### config.mk
export PLATFORM = sky130hd
export DESIGN_NAME = sample_stream_buffer
export DESIGN_NICKNAME = d
export VERILOG_FILES = /design/src/rtl/audio_pkg.sv /design/src/rtl/sync_fifo.sv /design/src/rtl/sample_stream_buffer.sv
export SDC_FILE = /design/constraint.sdc
export NUM_CORES = 1
export LEC_CHECK = 0
export BUFFER_PORTS_ARGS = -buffer_cell sky130_fd_sc_hd__buf_2
export CAP_MARGIN = 20
export CORE_ASPECT_RATIO = 0.6
export CORE_MARGIN = 2
export CORE_UTILIZATION = 50
export DETAILED_ROUTE_END_ITERATION = 8
export PLACE_DENSITY_LB_ADDON = 0.05
export SYNTH_ARGS = -nofsm -noshare
export SYNTH_HDL_FRONTEND = slang
export SYNTH_SLANG_ARGS = --single-unit
### constraint.sdc
create_clock -name clk -period 4.8 [get_ports clk]
set_clock_uncertainty 0.05 [all_clocks]
set_input_delay 0.72 -clock clk [delete_from_list [all_inputs] [get_ports clk]]
set_output_delay 0.72 -clock clk [all_outputs]
set_load 0.02 [all_outputs]
### src/rtl/audio_pkg.sv
// Shared audio definitions for the sample stream buffer.
// Holds the sample geometry (24-bit samples carried as three bytes),
// the FILL/PLAY playback state encoding and the byte-index wrap helper.
package audio_pkg;

   localparam int SAMPLE_W         = 24;
   localparam int BYTES_PER_SAMPLE = 3;
   localparam int BYTE_IDX_W       = 2;

   typedef enum logic {
      ST_FILL = 1'b0,
      ST_PLAY = 1'b1
   } play_state_t;

   // Byte position within a sample, wrapping after the last byte.
   function automatic logic [BYTE_IDX_W-1:0] next_byte_idx(input logic [BYTE_IDX_W-1:0] idx);
      if (idx == BYTE_IDX_W'(BYTES_PER_SAMPLE - 1)) begin
         return '0;
      end
      return idx + 1'b1;
   endfunction

endpackage

### src/rtl/sync_fifo.sv
// Single-clock FIFO with first-word-fall-through read data.
// Ports:
//   clk, rst_n      clock, asynchronous active-low reset (pointers/count only)
//   wr_en, wr_data  write request; accepted when not full or when a pop
//                   happens in the same cycle
//   rd_en           pop request; ignored while empty
//   rd_data         current head entry
//   full, empty     occupancy flags
//   level           number of stored entries (0..DEPTH)
module sync_fifo #(
   parameter int WIDTH = 24,
   parameter int DEPTH = 16
) (
   input  logic                     clk,
   input  logic                     rst_n,
   input  logic                     wr_en,
   input  logic [WIDTH-1:0]         wr_data,
   input  logic                     rd_en,
   output logic [WIDTH-1:0]         rd_data,
   output logic                     full,
   output logic                     empty,
   output logic [$clog2(DEPTH):0]   level
);

   localparam int AW = $clog2(DEPTH);
   localparam logic [AW:0] FULL_CNT = (AW + 1)'(DEPTH);

   logic [WIDTH-1:0] mem [DEPTH];
   logic [AW-1:0]    wr_ptr;
   logic [AW-1:0]    rd_ptr;
   logic [AW:0]      count;
   logic             do_rd;
   logic             do_wr;

   assign empty   = (count == '0);
   assign full    = (count == FULL_CNT);
   assign level   = count;
   assign rd_data = mem[rd_ptr];

   // A pop frees the head slot this cycle, so a full FIFO can still take
   // the write; when full, wr_ptr equals rd_ptr and the head is read out
   // before being overwritten.
   assign do_rd = rd_en & ~empty;
   assign do_wr = wr_en & (~full | do_rd);

   always_ff @(posedge clk or negedge rst_n) begin
      if (!rst_n) begin
         wr_ptr <= '0;
         rd_ptr <= '0;
         count  <= '0;
      end else begin
         if (do_wr) wr_ptr <= wr_ptr + 1'b1;
         if (do_rd) rd_ptr <= rd_ptr + 1'b1;
         case ({do_wr, do_rd})
            2'b10:   count <= count + 1'b1;
            2'b01:   count <= count - 1'b1;
            default: count <= count;
         endcase
      end
   end

   always_ff @(posedge clk) begin
      if (do_wr) mem[wr_ptr] <= wr_data;
   end

endmodule

### src/rtl/sample_stream_buffer.sv
// Byte-to-sample assembler and paced playback buffer.
// UART bytes are assembled little-endian into 24-bit samples, queued in a
// FIFO and released one per sample tick once PREFILL samples are buffered.
// Ports:
//   clk, rst_n     27 MHz clock, asynchronous active-low reset
//   data_in        received byte
//   byte_ready     data_in valid; only its rising edge accepts a byte
//   sample_out     current playback sample
//   sample_strobe  one-cycle pulse per sample tick
//   fifo_level     FIFO occupancy
//   playing        high in the PLAY state
//   underrun       pulse when a PLAY tick finds the FIFO empty
//   overflow       sticky, set when a sample is dropped
//   resync         pulse when a partial sample is dropped on gap timeout
module sample_stream_buffer
   import audio_pkg::*;
#(
   parameter int SAMPLE_DIV  = 612,
   parameter int FIFO_DEPTH  = 16,
   parameter int PREFILL     = 8,
   parameter int GAP_TIMEOUT = 4096
) (
   input  logic                          clk,
   input  logic                          rst_n,
   input  logic [7:0]                    data_in,
   input  logic                          byte_ready,
   output logic [SAMPLE_W-1:0]           sample_out,
   output logic                          sample_strobe,
   output logic [$clog2(FIFO_DEPTH):0]   fifo_level,
   output logic                          playing,
   output logic                          underrun,
   output logic                          overflow,
   output logic                          resync
);

   localparam int LW = $clog2(FIFO_DEPTH) + 1;
   localparam int TW = $clog2(SAMPLE_DIV);
   localparam int GW = $clog2(GAP_TIMEOUT);
   localparam logic [TW-1:0] TICK_LAST   = TW'(SAMPLE_DIV - 1);
   localparam logic [GW-1:0] GAP_LAST    = GW'(GAP_TIMEOUT - 1);
   localparam logic [LW-1:0] PREFILL_LVL = LW'(PREFILL);

   logic                  byte_ready_q;
   logic                  accept;
   logic [BYTE_IDX_W-1:0] byte_idx;
   logic [7:0]            byte0;
   logic [7:0]            byte1;
   logic [GW-1:0]         gap_cnt;
   logic                  wr_vld_p1;
   logic [SAMPLE_W-1:0]   wr_data_p1;
   logic [TW-1:0]         tick_cnt;
   logic                  tick;
   play_state_t           state;
   logic                  pop;
   logic [SAMPLE_W-1:0]   fifo_head;
   logic                  fifo_full;
   logic                  fifo_empty;

   assign accept = byte_ready & ~byte_ready_q;
   assign tick   = (tick_cnt == TICK_LAST);
   assign pop    = tick & (state == ST_PLAY) & ~fifo_empty;

   // Stage p0 -> p1: byte capture, assembly and gap supervision.
   always_ff @(posedge clk or negedge rst_n) begin
      if (!rst_n) begin
         byte_ready_q <= 1'b0;
         byte_idx     <= '0;
         gap_cnt      <= '0;
         resync       <= 1'b0;
         wr_vld_p1    <= 1'b0;
      end else begin
         byte_ready_q <= byte_ready;
         resync       <= 1'b0;
         wr_vld_p1    <= 1'b0;
         if (accept) begin
            gap_cnt  <= '0;
            byte_idx <= next_byte_idx(byte_idx);
            if (byte_idx == BYTE_IDX_W'(BYTES_PER_SAMPLE - 1)) begin
               wr_vld_p1 <= 1'b1;
            end
         end else if (byte_idx != '0) begin
            if (gap_cnt == GAP_LAST) begin
               gap_cnt  <= '0;
               byte_idx <= '0;
               resync   <= 1'b1;
            end else begin
               gap_cnt <= gap_cnt + 1'b1;
            end
         end else begin
            gap_cnt <= '0;
         end
      end
   end

   // Byte holding registers carry data only; byte_idx decides their use.
   always_ff @(posedge clk) begin
      if (accept) begin
         case (byte_idx)
            2'd0:    byte0 <= data_in;
            2'd1:    byte1 <= data_in;
            default: wr_data_p1 <= {data_in, byte1, byte0};
         endcase
      end
   end

   sync_fifo #(
      .WIDTH (SAMPLE_W),
      .DEPTH (FIFO_DEPTH)
   ) u_fifo (
      .clk     (clk),
      .rst_n   (rst_n),
      .wr_en   (wr_vld_p1),
      .wr_data (wr_data_p1),
      .rd_en   (pop),
      .rd_data (fifo_head),
      .full    (fifo_full),
      .empty   (fifo_empty),
      .level   (fifo_level)
   );

   // Stage p1 -> out: tick pacing and FILL/PLAY control.
   always_ff @(posedge clk or negedge rst_n) begin
      if (!rst_n) begin
         tick_cnt      <= '0;
         sample_strobe <= 1'b0;
         state         <= ST_FILL;
         playing       <= 1'b0;
         underrun      <= 1'b0;
         overflow      <= 1'b0;
         sample_out    <= '0;
      end else begin
         tick_cnt      <= tick ? '0 : tick_cnt + 1'b1;
         sample_strobe <= tick;
         underrun      <= 1'b0;
         if (wr_vld_p1 & fifo_full & ~pop) begin
            overflow <= 1'b1;
         end
         case (state)
            ST_FILL: begin
               if (fifo_level >= PREFILL_LVL) begin
                  state   <= ST_PLAY;
                  playing <= 1'b1;
               end
            end
            ST_PLAY: begin
               if (tick) begin
                  if (fifo_empty) begin
                     underrun <= 1'b1;
                     state    <= ST_FILL;
                     playing  <= 1'b0;
                  end else begin
                     sample_out <= fifo_head;
                  end
               end
            end
            default: begin
               state   <= ST_FILL;
               playing <= 1'b0;
            end
         endcase
      end
   end

endmodule
Yosys cells after proc, flatten, opt, wreduce, memory -nomap -nowiden

Memory sizes are Yosys's and may differ from the RTL's. A register that Yosys moved wholly into a read port is not among the register bits.
Cells that the tools add are included.

Memories kept: 1
Bits in registers: 85
Input port bits: 11
RAM bits: 384

Memories:

| name       | depth | width | read ports | clocked after Yosys merged registers in | write ports | RTL line        | text |
|---|---|---|---|---|---|---|---|
| u_fifo.mem | 16    | 24    | 1          | 1                                       | 1           | sync_fifo.sv:28 | `logic [WIDTH-1:0] mem [DEPTH];` |

Add/subtract/negate cells: 7
Bitwise gates (word level): 14
$lt $le $gt $ge: 1
Reductions and logical operators: 14
Equal/unequal tests: 10
Multiplexer cells: 29

Operators by type and width:

| cell                                                                   | number |
|---|---|
| 12-bit 2-to-1 mux                                                      | 3 |
| 1-bit 2-to-1 mux                                                       | 17 |
| 12-bit by 1-bit adder with 12-bit output (second input constant)       | 1 |
| 12-bit == test (second input constant)                                 | 1 |
| 10-bit by 1-bit adder with 10-bit output (second input constant)       | 1 |
| 10-bit == test (second input constant)                                 | 1 |
| 10-bit 2-to-1 mux                                                      | 1 |
| 2-bit 2-to-1 mux                                                       | 5 |
| 5-bit one-hot mux with 2 select lines                                  | 1 |
| 4-bit by 1-bit adder with 4-bit output (second input constant)         | 2 |
| 2-bit AND reduction                                                    | 4 |
| 2-bit nonzero test                                                     | 4 |
| 1-bit AND                                                              | 7 |
| 1-bit inverter                                                         | 6 |
| 3-bit AND reduction                                                    | 2 |
| 5-bit by 1-bit adder with 5-bit output (second input constant)         | 1 |
| 5-bit == test (second input constant)                                  | 1 |
| 5-bit by 4-bit >= comparator with 1-bit output (second input constant) | 1 |
| 5-bit zero test                                                        | 1 |
| 5-bit by 1-bit subtractor with 5-bit output (second input constant)    | 1 |
| 2-bit by 1-bit == test with 1-bit output (second input constant)       | 2 |
| 2-bit == test (second input constant)                                  | 2 |
| 2-bit inequality test (second input constant)                          | 2 |
| 1-bit one-hot mux with 2 select lines                                  | 2 |
| other kinds (6)                                                        | 6 |

Longest topological paths before layout

Gate-level depths: netlist of run 1.

Word-level depth: 8
Depth in mapped cells: 10
Gate-level depth less buffers: 10

Modules after synthesis

From an unflattened synthesis of run 1, not the netlist that was laid out.

Cell total of the unflattened synthesis: 930
Area, all modules: 18,989.5 µm²

Modules (own cells, without submodules):

| module               | seq. area each (µm²) | area each (µm²) | cells an instance | times used |
|---|---|---|---|---|
| sync_fifo            | 11,856.4             | 15,399.8        | 696               | 1 |
| sample_stream_buffer | 2,602.5              | 3,589.7         | 234               | 1 |

Worst setup path before layout of run 1

Ideal clock, no wire load.

Kind: register to register
Start: register tick_cnt[0]
End: memory u_fifo.mem[0][0], enable pin
Clock period less this slack: 4.387 ns
Cell stages (with the launch flop): 7
Data arrival time: 3.862 ns
Setup slack: 0.413 ns
Data required time: 4.276 ns
Path through: dfrtp_1 > ha_1 > and4bb_2 > and3_1 > buf_4 > o21ai_2 > nor4b_1

Word-level cells in the longest chain between the ends: 8

Ends and longest elaborated chain:

| element                                | RTL line                    | text |
|---|---|---|
| start, declared                        | sample_stream_buffer.sv:51  | `logic [TW-1:0] tick_cnt;` |
| start signal, assigned                 | sample_stream_buffer.sv:132 | `tick_cnt <= tick ? '0 : tick_cnt + 1'b1;` |
| 10-bit == test                         | sample_stream_buffer.sv:60  | `assign tick = (tick_cnt == TICK_LAST);` |
| 1-bit AND (2 in series)                | sample_stream_buffer.sv:61  | `assign pop = tick & (state == ST_PLAY) & ~fifo_empty;` |
| 1-bit AND                              | sync_fifo.sv:43             | `assign do_rd = rd_en & ~empty;` |
| 1-bit OR                               | sync_fifo.sv:44             | `assign do_wr = wr_en & (~full \| do_rd);` |
| 1-bit AND                              | sync_fifo.sv:44             |  |
| 1-bit 2-to-1 mux                       | sync_fifo.sv:63             | `if (do_wr) mem[wr_ptr] <= wr_data;` |
| 1-bit 2-to-1 mux (implied by the code) | sync_fifo.sv:63             |  |
| end, declared                          | sync_fifo.sv:28             |  |

Every way passes these cells.

Final worst setup path of run 1

Start: register tick_cnt[0]
End: memory u_fifo.mem[11][12], enable pin

Same word-level chain as after synthesis.

==> qor.yml, run 1 <==
placed_design:
  portBuffers: 44
  placedInstanceArea_um2: 19900
  post-dp-hpwl_mm: 24.6
  gp_congestion: 0.844
layout:
  regArea_um2: 14500
  nets: 1001
  n_fill_cell: 2719
  drive_gt1_share_pct: 27.9
  synthToLayoutAreaGrowth_pct: 13.2
  final_common_cell: "edfxtp_1"
  multi_input_area_um2: 4260
  layout_common_cells: "424 x edfxtp_1, 96 x mux4_2, 66 x dfrtp_1, 48 x mux2i_1, 47 x nand2_1"
  antenna_cells: 0
  design_area_um2: 21400
grt:
  grt.total_usage_pct: 22.1
  grt_max_degree: 50
  first_global_vias: 9387
  antenna_found_initial: 0
  overflow: 0
  grt_pass1_wl_mm: 62.4
clock_tree:
  post-cts-setup-buffers: 0
  htree_levels: 2
  cts_tree: "built"
  cts_buffer_depth: 3
  clockRootBuffer: "clkbuf_16"
  clk_latency_ns: 0.57
  numCtsBuffers: 45
  path_clk_slew_ns: 0.06
  cts_hold_buf: 0
  cts_num_sinks: 493
  ctsResizeCount: 0
flow_run:
  timing.max_cap.violations: 0
floorplan:
  die_w_um: 255
  start_util_pct: 50.4
  core.rowCount: 55
  core_area_um2: 37500
  die-area_um2: 39400
  design.portCount: 45
  die-height_um: 155
critical_path:
  max_stage_delay_ns: 0.67
  crit_family: "simple AND/OR/NAND/NOR gates"
  cpMostUsedCell: "and3_1"
  crit_path_max_fanout: 14
  cp.required_ns: 4.99
  crit_path_top_delay_cell: "and3_1"
  worstSetupPathType: "flop to flop"
  start_kind: "flop"
  worst-path-buf-inv: 1
  crit_arrival_ns: 3.59
  cp_cell_sequence: "ha_1, and4bb_2, and3_1, o21ai_2, nor2_1, and3_1, buf_4"
  endpoint_kind: "flop"
synthesis:
  netlist_instances: 907
  synth.net_count: 926
  ys_ff_latch: 493
  synth_edf_count: 424
  avgSynthCellArea_um2: 20.8
  synth_ff_type: "edfxtp_1"
  yosysSeqAreaShare_pct: 76.5
  synth_cell_types: 51
  ys_warn_count: 0
  async_flop_share_pct: 14.0
  syn_area_um2: 18900
drt:
  ant_nets: 0
  wire_per_inst_um: 27.5
  drt_iter0_markers: 769
  vias: 9095
  drt-pass1-iter-count: 5
  viasPerCell: 5.94
  post-route-drc-count: 0
  wl_mm: 42.0
timing:
  clock.fmax_mhz: 294
  rsz0062_at_grt: "false"
  setup-tns-final_ns: 0
  setup_violations: 0
  slew_violations: 0
  finalHoldViolCount: 0
  worst_pin_slew_ns: 1.09
  relSlewSlack_pct: 27.1
  min_period_ns: 3.41
  period_share_pct: 71.0
min_path:
  min_path_type: "input pin to asynchronous set/reset pin"
run_status:
  status: "completed"
power_and_ir_drop:
  p_leak_nw: 6.97
  vdd.ir_drop.worst_mv: 0.220
  p_per_area_nw_per_um2: 414
  finalPower_mw: 8.87
-- cell type report --
class | count | area share [%]
repair buffers | 71 | 2.43
flip-flops and latches | 493 | 67.6
clock buffers | 55 | 5.53
clock inverters | 27 | 1.40
inverters | 6 | 0.105
well taps | 513 | 3.00
multi-input cells | 365 | 19.9
-- report_power, final --
| part | internal, mW | switching (mW) |
|---|---|---|
| registers | 4.75 | 0.139 |
| clock network | 2.08 | 1.54 |
| logic | 0.120 | 0.226 |
-- logic make-up after synthesis --
kind of cell | after synthesis | synth area share, %
flip-flops | 493 | 76.5
adder cells (fa/ha/maj) | 8 | 0.530
multiplexers | 144 | 14.0
AND/OR/NAND/NOR | 143 | 3.93
buffers and inverters | 49 | 1.22
XOR/XNOR | 27 | 1.25
AO/OA/AOI/OAI | 43 | 2.59
-- registers in the layout (all words and copies together) (netlist names), 2 cells and up --
signal	flops
u_fifo.mem	384
byte1	8
gap_cnt	12
byte0	8
sample_out	24
byte_idx	2
u_fifo.level	5
tick_cnt	10
u_fifo.rd_ptr	4
wr_data_p1	24
u_fifo.wr_ptr	4
-- final timing paths --
| check | start | to | slack (ns) | cells past startpoint |
|---|---|---|---|---|
| max | tick_cnt[0] | u_fifo.mem[11][12] | 1.39 | 7 |
| min | rst_n | gap_cnt[11] | 0.20 | 1 |
| max reg2reg | tick_cnt[0] | u_fifo.mem[11][12] | 1.39 | 7 |
| min reg2reg | byte1[1] | wr_data_p1[9] | 0.37 | 0 |
| max in group asynchronous | rst_n | u_fifo.level[1] | 3.68 | 2 |
| min in group clk | byte_ready | byte_ready_q | 0.22 | 1 |
-- worst reg2reg max path, cell delays in order, from the launching register on --
cell	delay, ns
dfrtp_1	0.40
ha_1	0.24
and4bb_2	0.29
and3_1	0.47
o21ai_2	0.29
nor2_1	0.29
and3_1	0.67
buf_4	0.39
-- cell usage after synthesis (11+ instances only) --
| cell | instances | share of area (%) |
|---|---|---|
| edfxtp_1 | 424 | 67 |
| nand2_1 | 47 | 0.93 |
| o221ai_2 | 20 | 1.6 |
| and3_1 | 11 | 0.36 |
| mux4_2 | 96 | 11 |
| dfrtp_1 | 69 | 9.1 |
| nor2_1 | 32 | 0.64 |
| xnor2_1 | 17 | 0.79 |
| nand3_1 | 13 | 0.34 |
| clkbuf_1 | 18 | 0.36 |
| mux2i_1 | 48 | 2.5 |
| buf_2 | 17 | 0.45 |
-- metal layers --
| layer | share of wire, % | track usage, % |
|---|---|---|
| met5 | 0 | 0 |
| met4 | 1.8 | 5.01 |
| met3 | 6.1 | 4.31 |
| met2 | 46 | 32.9 |
| met1 | 46 | 34.1 |
-- stage by stage --
stage                     setup WS [ns]  hold slack, ns  utilization, %  instances
after global routing               1.19           0.211            57.0       1530
final                              1.39           0.199            57.0       1530
after global placement             1.57           0.355            53.0       1447
after CTS                          1.43           0.195            57.0       1529
after floorplan                   0.413           0.350               -        907
after detailed placement           1.46           0.357            53.0       1447
Power figures use the tool's default switching activity.
==> run 2: changes to the inputs <==
==> constraint.sdc (replaced) <==
create_clock -name clk -period 2.9 [get_ports clk]
set_clock_uncertainty 0.05 [all_clocks]
set_input_delay 0.435 -clock clk [delete_from_list [all_inputs] [get_ports clk]]
set_output_delay 0.435 -clock clk [all_outputs]
set_load 0.02 [all_outputs]
==> qor.yml, run 2 (synthesis gave the netlist of run 1 again) <==
run_status:
  status: "completed"  # unchanged
timing:
  finalHoldViolCount: 0  # unchanged
  relSlewSlack_pct: 56.6  # was 27.1%
  min_period_ns: 2.71  # was 3.41 ns
  period_share_pct: 93.4  # was 71.0%
  worst_pin_slew_ns: 0.645  # was 1.09 ns
  setup_violations: 0  # unchanged
  rsz0062_at_grt: "false"  # unchanged
  slew_violations: 0  # unchanged
  clock.fmax_mhz: 369  # was 294 MHz
floorplan:
  core.rowCount: 55  # unchanged
  die-height_um: 155  # unchanged
  core_area_um2: 37500  # unchanged
  start_util_pct: 50.4  # unchanged
  die-area_um2: 39400  # unchanged
  design.portCount: 45  # unchanged
  die_w_um: 255  # unchanged
clock_tree:
  clockRootBuffer: "clkbuf_16"  # unchanged
  cts_num_sinks: 493  # unchanged
  numCtsBuffers: 46  # was 45
  post-cts-setup-buffers: 0  # unchanged
  htree_levels: 2  # unchanged
  clk_latency_ns: 0.54  # was 0.57 ns
  cts_tree: "built"  # unchanged
  path_clk_slew_ns: 0.06  # about the same
  cts_buffer_depth: 3  # unchanged
placed_design:
  dp_cells: 1464  # was 1447
  post-dp-hpwl_mm: 23.1  # was 24.6 mm
  portBuffers: 44  # unchanged
  placedInstanceArea_um2: 20100  # was 19900 um^2
  gp_congestion: 0.767  # was 0.844
drt:
  drt_iter0_markers: 847  # was 769
  vias: 9013  # was 9095
  ant_nets: 0  # unchanged
  viasPerCell: 5.82  # was 5.94
  drt-pass1-iter-count: 5  # unchanged
  wl_mm: 40.1  # was 42.0 mm
  post-route-drc-count: 0  # unchanged
  wire_per_inst_um: 25.9  # was 27.5 um
grt:
  antenna_found_initial: 0  # unchanged
  grt_pass1_wl_mm: 60.2  # was 62.4 mm
  grt.total_usage_pct: 21.2  # was 22.1%
  first_global_vias: 9286  # was 9387
  grt_max_degree: 42  # was 50
  overflow: 0  # unchanged
min_path:
  min_path_cells: 1
  whs_endpoint: "byte0[0]"
  min_path_type: "input pin to flop"  # was input pin to asynchronous set/reset pin
  hp-start: "data_in[0]"
layout:
  nets: 1020  # was 1001
  finish.utilization_pct: 57.8  # was 57.0%
  design_area_um2: 21700  # was 21400 um^2
  final_cells: 1549  # was 1530
  reg_top3: "u_fifo.mem: 384 flops, sample_out: 24 flops, wr_data_p1: 24 flops"  # unchanged
  final_common_cell: "edfxtp_1"  # unchanged
  drive_gt1_share_pct: 28.5  # was 27.9%
  largest_register_ffs: 384  # unchanged
  largest_register: "u_fifo.mem"  # unchanged
  layout_common_cells: "424 x edfxtp_1, 96 x mux4_2, 66 x dfrtp_1, 48 x mux2i_1"  # was 424 x edfxtp_1, 96 x mux4_2, 66 x dfrtp_1, 48 x mux2i_1, 47 x nand2_1
  synthToLayoutAreaGrowth_pct: 14.7  # was 13.2%
  antenna_cells: 0  # unchanged
critical_path:
  reg2reg_to: "u_fifo.level[4]"  # was u_fifo.mem[11][12]
  cpMostUsedCell: "ha_1"  # was and3_1
  reg2reg_depth: 10  # was 7
  r2r_start: "tick_cnt[0]"  # unchanged
  crit_path_top_delay_cell: "or4_1"  # was and3_1
  endpoint_kind: "flop"  # unchanged
  cp_cell_sequence: "ha_1, and4bb_2, nand3_4, nor3_2, xor2_1, ha_1, or4_1, nor2_1, a21o_1, a21oi_1"  # was ha_1, and4bb_2, and3_1, o21ai_2, nor2_1, and3_1, buf_4
  max_stage_delay_ns: 0.41  # was 0.67 ns
  crit_arrival_ns: 3.06  # was 3.59 ns
  crit_path_max_fanout: 9  # was 14
  cp.required_ns: 3.25  # was 4.99 ns
  worstSetupPathType: "flop to flop"  # unchanged
  start_kind: "flop"  # unchanged
  rrSetupSlack_ns: 0.19  # was 1.39 ns
flow_run:
  timing.max_cap.violations: 0  # unchanged
power_and_ir_drop:
  p_per_area_nw_per_um2: 683  # was 414 nW/um^2
  p_leak_nw: 7.11  # was 6.97 nW
  vdd.ir_drop.worst_mv: 0.472  # was 0.220 mV
[run 2: cell types whose count changed in the layout (fill, tap and decap cells not counted), moves of 3 or more]
cell        delta
clkinvlp_4     -3
buf_4          +8
clkbuf_1       +4
clkbuf_8       +4
buf_12         +9
clkinv_2       -7
[run 2: layout make-up]
type                       instances  area, um^2
clock inverter                    18         226
sequential                       493       14500
multi-input combinational        365        4270
inverter                           6        22.5
fill                            2728       15800
clock buffer                      65        1300
timing repair buffer              89         753
tap                              513         642
[run 2: worst max-delay path: cells and delay by family, from the launching register on]
family                   cells  cell delay [ns]
flip-flops                   1             0.39
AO/OA/AOI/OAI                2             0.20
adder cells (fa/ha/maj)      2             0.50
XOR/XNOR                     1             0.14
AND/OR/NAND/NOR              5             1.29
[run 2: power by group]
group | switching, mW | leakage [nW] | internal (mW)
Combinational | 0.418 | 1.61 | 0.232
Clock | 2.51 | 0.746 | 3.58
Sequential | 0.189 | 4.74 | 7.87
[run 2: worst max-delay path by stage]
| stage | cells past startpoint | startpoint | end |
|---|---|---|---|
| after floorplan | 6 | tick_cnt[0] | u_fifo.mem[5][0] |
| after global placement | 7 | tick_cnt[0] | u_fifo.mem[9][9] |
| after detailed placement | 10 | tick_cnt[0] | u_fifo.level[4] |
| after CTS | 10 | tick_cnt[0] | u_fifo.level[4] |
| after global routing | 10 | tick_cnt[0] | u_fifo.level[4] |
| final | 10 | tick_cnt[0] | u_fifo.level[4] |
[run 2: routing by layer]
metal	vias up	GRT usage [%]	wire length, um
met3	51	3.64	2310
met4	0	4.15	578
met2	257	33.1	19000
met1	4822	32.0	18200
li1	3883	-	-
met5	-	0	0
[run 2: repair_timing]
action | 4_1_cts | 5_1_grt
gates resized for setup | 0 | 1
setup endpoints to repair | 0 | 1
hold endpoints to repair | 40 | 0
hold buffers | 2 | 0
[run 2: through the flow]
step	TNS (ns)	hold WS (ns)	power (mW)	worst slack, ns
after floorplan	-50.29	0.0894	8.54	-0.605
after global placement	0	0.352	8.78	0.323
after detailed placement	0	0.355	8.85	0.151
after CTS	0	0.0539	14.9	0.106
after global routing	0	0.0499	15.3	0.0353
final	0	0.0752	14.8	0.191
==> run 3: changes to the inputs <==
--- a/config.mk
+++ b/config.mk
@@ -9,7 +9,7 @@
 export CAP_MARGIN = 20
 export CORE_ASPECT_RATIO = 0.6
 export CORE_MARGIN = 2
-export CORE_UTILIZATION = 50
+export CORE_UTILIZATION = 45
 export DETAILED_ROUTE_END_ITERATION = 8
 export PLACE_DENSITY_LB_ADDON = 0.05
 export SYNTH_ARGS = -nofsm -noshare
==> qor.yml, run 3 (synthesis gave the netlist of run 1 again) <==
power_and_ir_drop:
  vdd.ir_drop.worst_mv: 0.455  # was 0.472 mV
  p_per_area_nw_per_um2: 675  # was 683 nW/um^2
  p_seq_share_pct: 54.9  # was 54.4%
  p_int_mw: 11.5  # was 11.7 mW
  finalPower_mw: 14.7  # was 14.8 mW
  switching_share_pct: 21.4  # was 21.1%
  p_leak_nw: 7.14  # was 7.11 nW
  p_sw_mw: 3.15  # was 3.12 mW
  power_frac_clock_pct: 40.6  # was 41.2%
  power_frac_comb_pct: 4.5  # was 4.4%
critical_path:
  endpoint_kind: "flop"  # unchanged
  crit_arrival_ns: 3.12  # was 3.06 ns
  start_kind: "flop"  # unchanged
  max_stage_delay_ns: 0.46  # was 0.41 ns
  worstSetupPathType: "flop to flop"  # unchanged
  cp.required_ns: 3.26  # was 3.25 ns
  cp_num_cells: 9  # was 10
  crit_path_top_delay_cell: "dfrtp_1"  # was or4_1
  cp_cell_sequence: "nor4b_4, nand3_4, nor3_1, xor2_1, ha_1, or4_1, nor2_1, a21o_1, a21oi_1"  # was ha_1, and4bb_2, nand3_4, nor3_2, xor2_1, ha_1, or4_1, nor2_1, a21o_1, a21oi_1
  reg2reg_depth: 9  # was 10
  crit_family: "simple AND/OR/NAND/NOR gates"  # unchanged
  worst-path-buf-inv: 0  # unchanged
  crit_path_max_fanout: 9  # unchanged
drt:
  dr_wl_met3_mm: 2.30  # was 2.31 mm
  wl_met1_mm: 19.6  # was 18.2 mm
  ant_nets: 0  # unchanged
  post-route-drc-count: 0  # unchanged
  vias: 9051  # was 9013
  highest_layer: "met4"  # unchanged
  wl_mm: 41.8  # was 40.1 mm
  wl_met2_mm: 19.2  # was 19.0 mm
  wire_per_inst_um: 25.9  # about the same
  drt_iter0_markers: 832  # was 847
  drt-pass1-iter-count: 5  # unchanged
  viasPerCell: 5.60  # was 5.82
grt:
  overflow: 0  # unchanged
  grt.total_usage_pct: 19.9  # was 21.2%
  first_global_vias: 9486  # was 9286
  antenna_found_initial: 0  # unchanged
  grt_max_degree: 44  # was 42
  grt_pass1_wl_mm: 62.5  # was 60.2 mm
floorplan:
  die-area_um2: 43700  # was 39400 um^2
  design.portCount: 45  # unchanged
  start_util_pct: 45.4  # was 50.4%
  core.rowCount: 58  # was 55
  core_area_um2: 41700  # was 37500 um^2
  die-height_um: 163  # was 155 um
  die_w_um: 269  # was 255 um
layout:
  layout_common_cells: "424 x edfxtp_1, 96 x mux4_2, 66 x dfrtp_1, 49 x clkbuf_16, 48 x mux2i_1"  # was 424 x edfxtp_1, 96 x mux4_2, 66 x dfrtp_1, 48 x mux2i_1
  reg_top3: "u_fifo.mem: 384 flops, sample_out: 24 flops, wr_data_p1: 24 flops"  # unchanged
  largest_register_ffs: 384  # unchanged
  synthToLayoutAreaGrowth_pct: 15.0  # was 14.7%
  nets: 1028  # was 1020
  drive_gt1_share_pct: 29.2  # was 28.5%
  antenna_cells: 0  # unchanged
  final_common_cell: "edfxtp_1"  # unchanged
  final_cells: 1617  # was 1549
  largest_register: "u_fifo.mem"  # unchanged
clock_tree:
  cts_tree: "built"  # unchanged
  numCtsBuffers: 46  # unchanged
  post-cts-setup-buffers: 0  # unchanged
  path_clk_slew_ns: 0.06  # about the same
  clockRootBuffer: "clkbuf_16"  # unchanged
  clk_latency_ns: 0.55  # was 0.54 ns
  htree_levels: 2  # unchanged
  cts_num_sinks: 493  # unchanged
  cts_buffer_depth: 3  # unchanged
placed_design:
  post-dp-hpwl_mm: 24.8  # was 23.1 mm
  gp_congestion: 0.765  # was 0.767
  dp_cells: 1529  # was 1464
  portBuffers: 44  # unchanged
timing:
  setup_violations: 0  # unchanged
  setup-tns-final_ns: 0  # unchanged
  rsz0062_at_grt: "false"  # unchanged
  clock.fmax_mhz: 362  # was 369 MHz
  finalHoldViolCount: 0  # unchanged
  relSlewSlack_pct: 55.8  # was 56.6%
  slew_violations: 0  # unchanged
  worst_pin_slew_ns: 0.664  # was 0.645 ns
  period_share_pct: 95.3  # was 93.4%
  min_period_ns: 2.76  # was 2.71 ns
min_path:
  min_path_cells: 1  # unchanged
  min_path_type: "input pin to flop"  # unchanged
flow_run:
  timing.max_cap.violations: 0  # unchanged
run_status:
  status: "completed"  # unchanged
-- run 3: what timing repair did --
| item | in CTS | in global routing |
|---|---|---|
| hold buffers | 2 | 0 |
| setup endpoints to repair | 0 | 1 |
| hold endpoints to repair | 38 | 0 |
| resized for setup | 0 | 1 |
-- run 3: path summary, 6_finish.rpt --
path                             startpoint              end  slack, ns
worst max register to register  tick_cnt[2]  u_fifo.level[4]       0.14
worst min register to register     byte1[3]   wr_data_p1[11]       0.37
max in group asynchronous             rst_n   sample_out[11]       1.75
worst max-delay path            tick_cnt[2]  u_fifo.level[4]       0.14
worst min-delay path             data_in[2]         byte0[2]       0.10
min in group asynchronous             rst_n   sample_out[17]       0.39
-- run 3: final cells by class --
type	count	area, um^2
Clock buffer	67	1350
Clock inverter	19	146
Fill cell	3275	19900
Inverter	6	22.5
Multi-Input combinational cell	365	4270
Sequential cell	493	14500
Tap cell	570	713
Timing Repair Buffer	97	763
-- run 3: metrics by stage --
stage                     hold WS (ns)  cell area, um^2  setup slack (ns)  utilization, %
after CTS                       0.0767            21700             0.151            52.2
after global routing            0.0782            21700            0.0266            52.2
after detailed placement         0.356            20200             0.168            48.5
final                            0.103            21700             0.137            52.2
after floorplan                 0.0894            18900            -0.605               -
after global placement           0.353            20200             0.288            48.5
-- run 3: power by group through the flow --
stage          combinational, mW  clock [mW]  sequential [mW]
2_1_floorplan              0.380           0             8.16
5_1_grt                    0.723        6.40             8.09
6_report                   0.664        5.96             8.06
3_5_place_dp               0.653           0             8.21
3_3_place_gp               0.632           0             8.18
4_1_cts                    0.660        6.11             8.06
-- run 3: per-layer routing --
layer  up-vias  track usage [%]
li1       3909                -
met1      4839             29.9
met2       245             30.6
met3        58             3.70
met4         0             4.42
met5         -                0
-- run 3: worst reg2reg max path, stage by stage, from the launching register on --
cell	delay (ns)
dfrtp_1	0.46
nor4b_4	0.43
nand3_4	0.20
nor3_1	0.34
xor2_1	0.14
ha_1	0.25
or4_1	0.41
nor2_1	0.15
a21o_1	0.14
a21oi_1	0.06
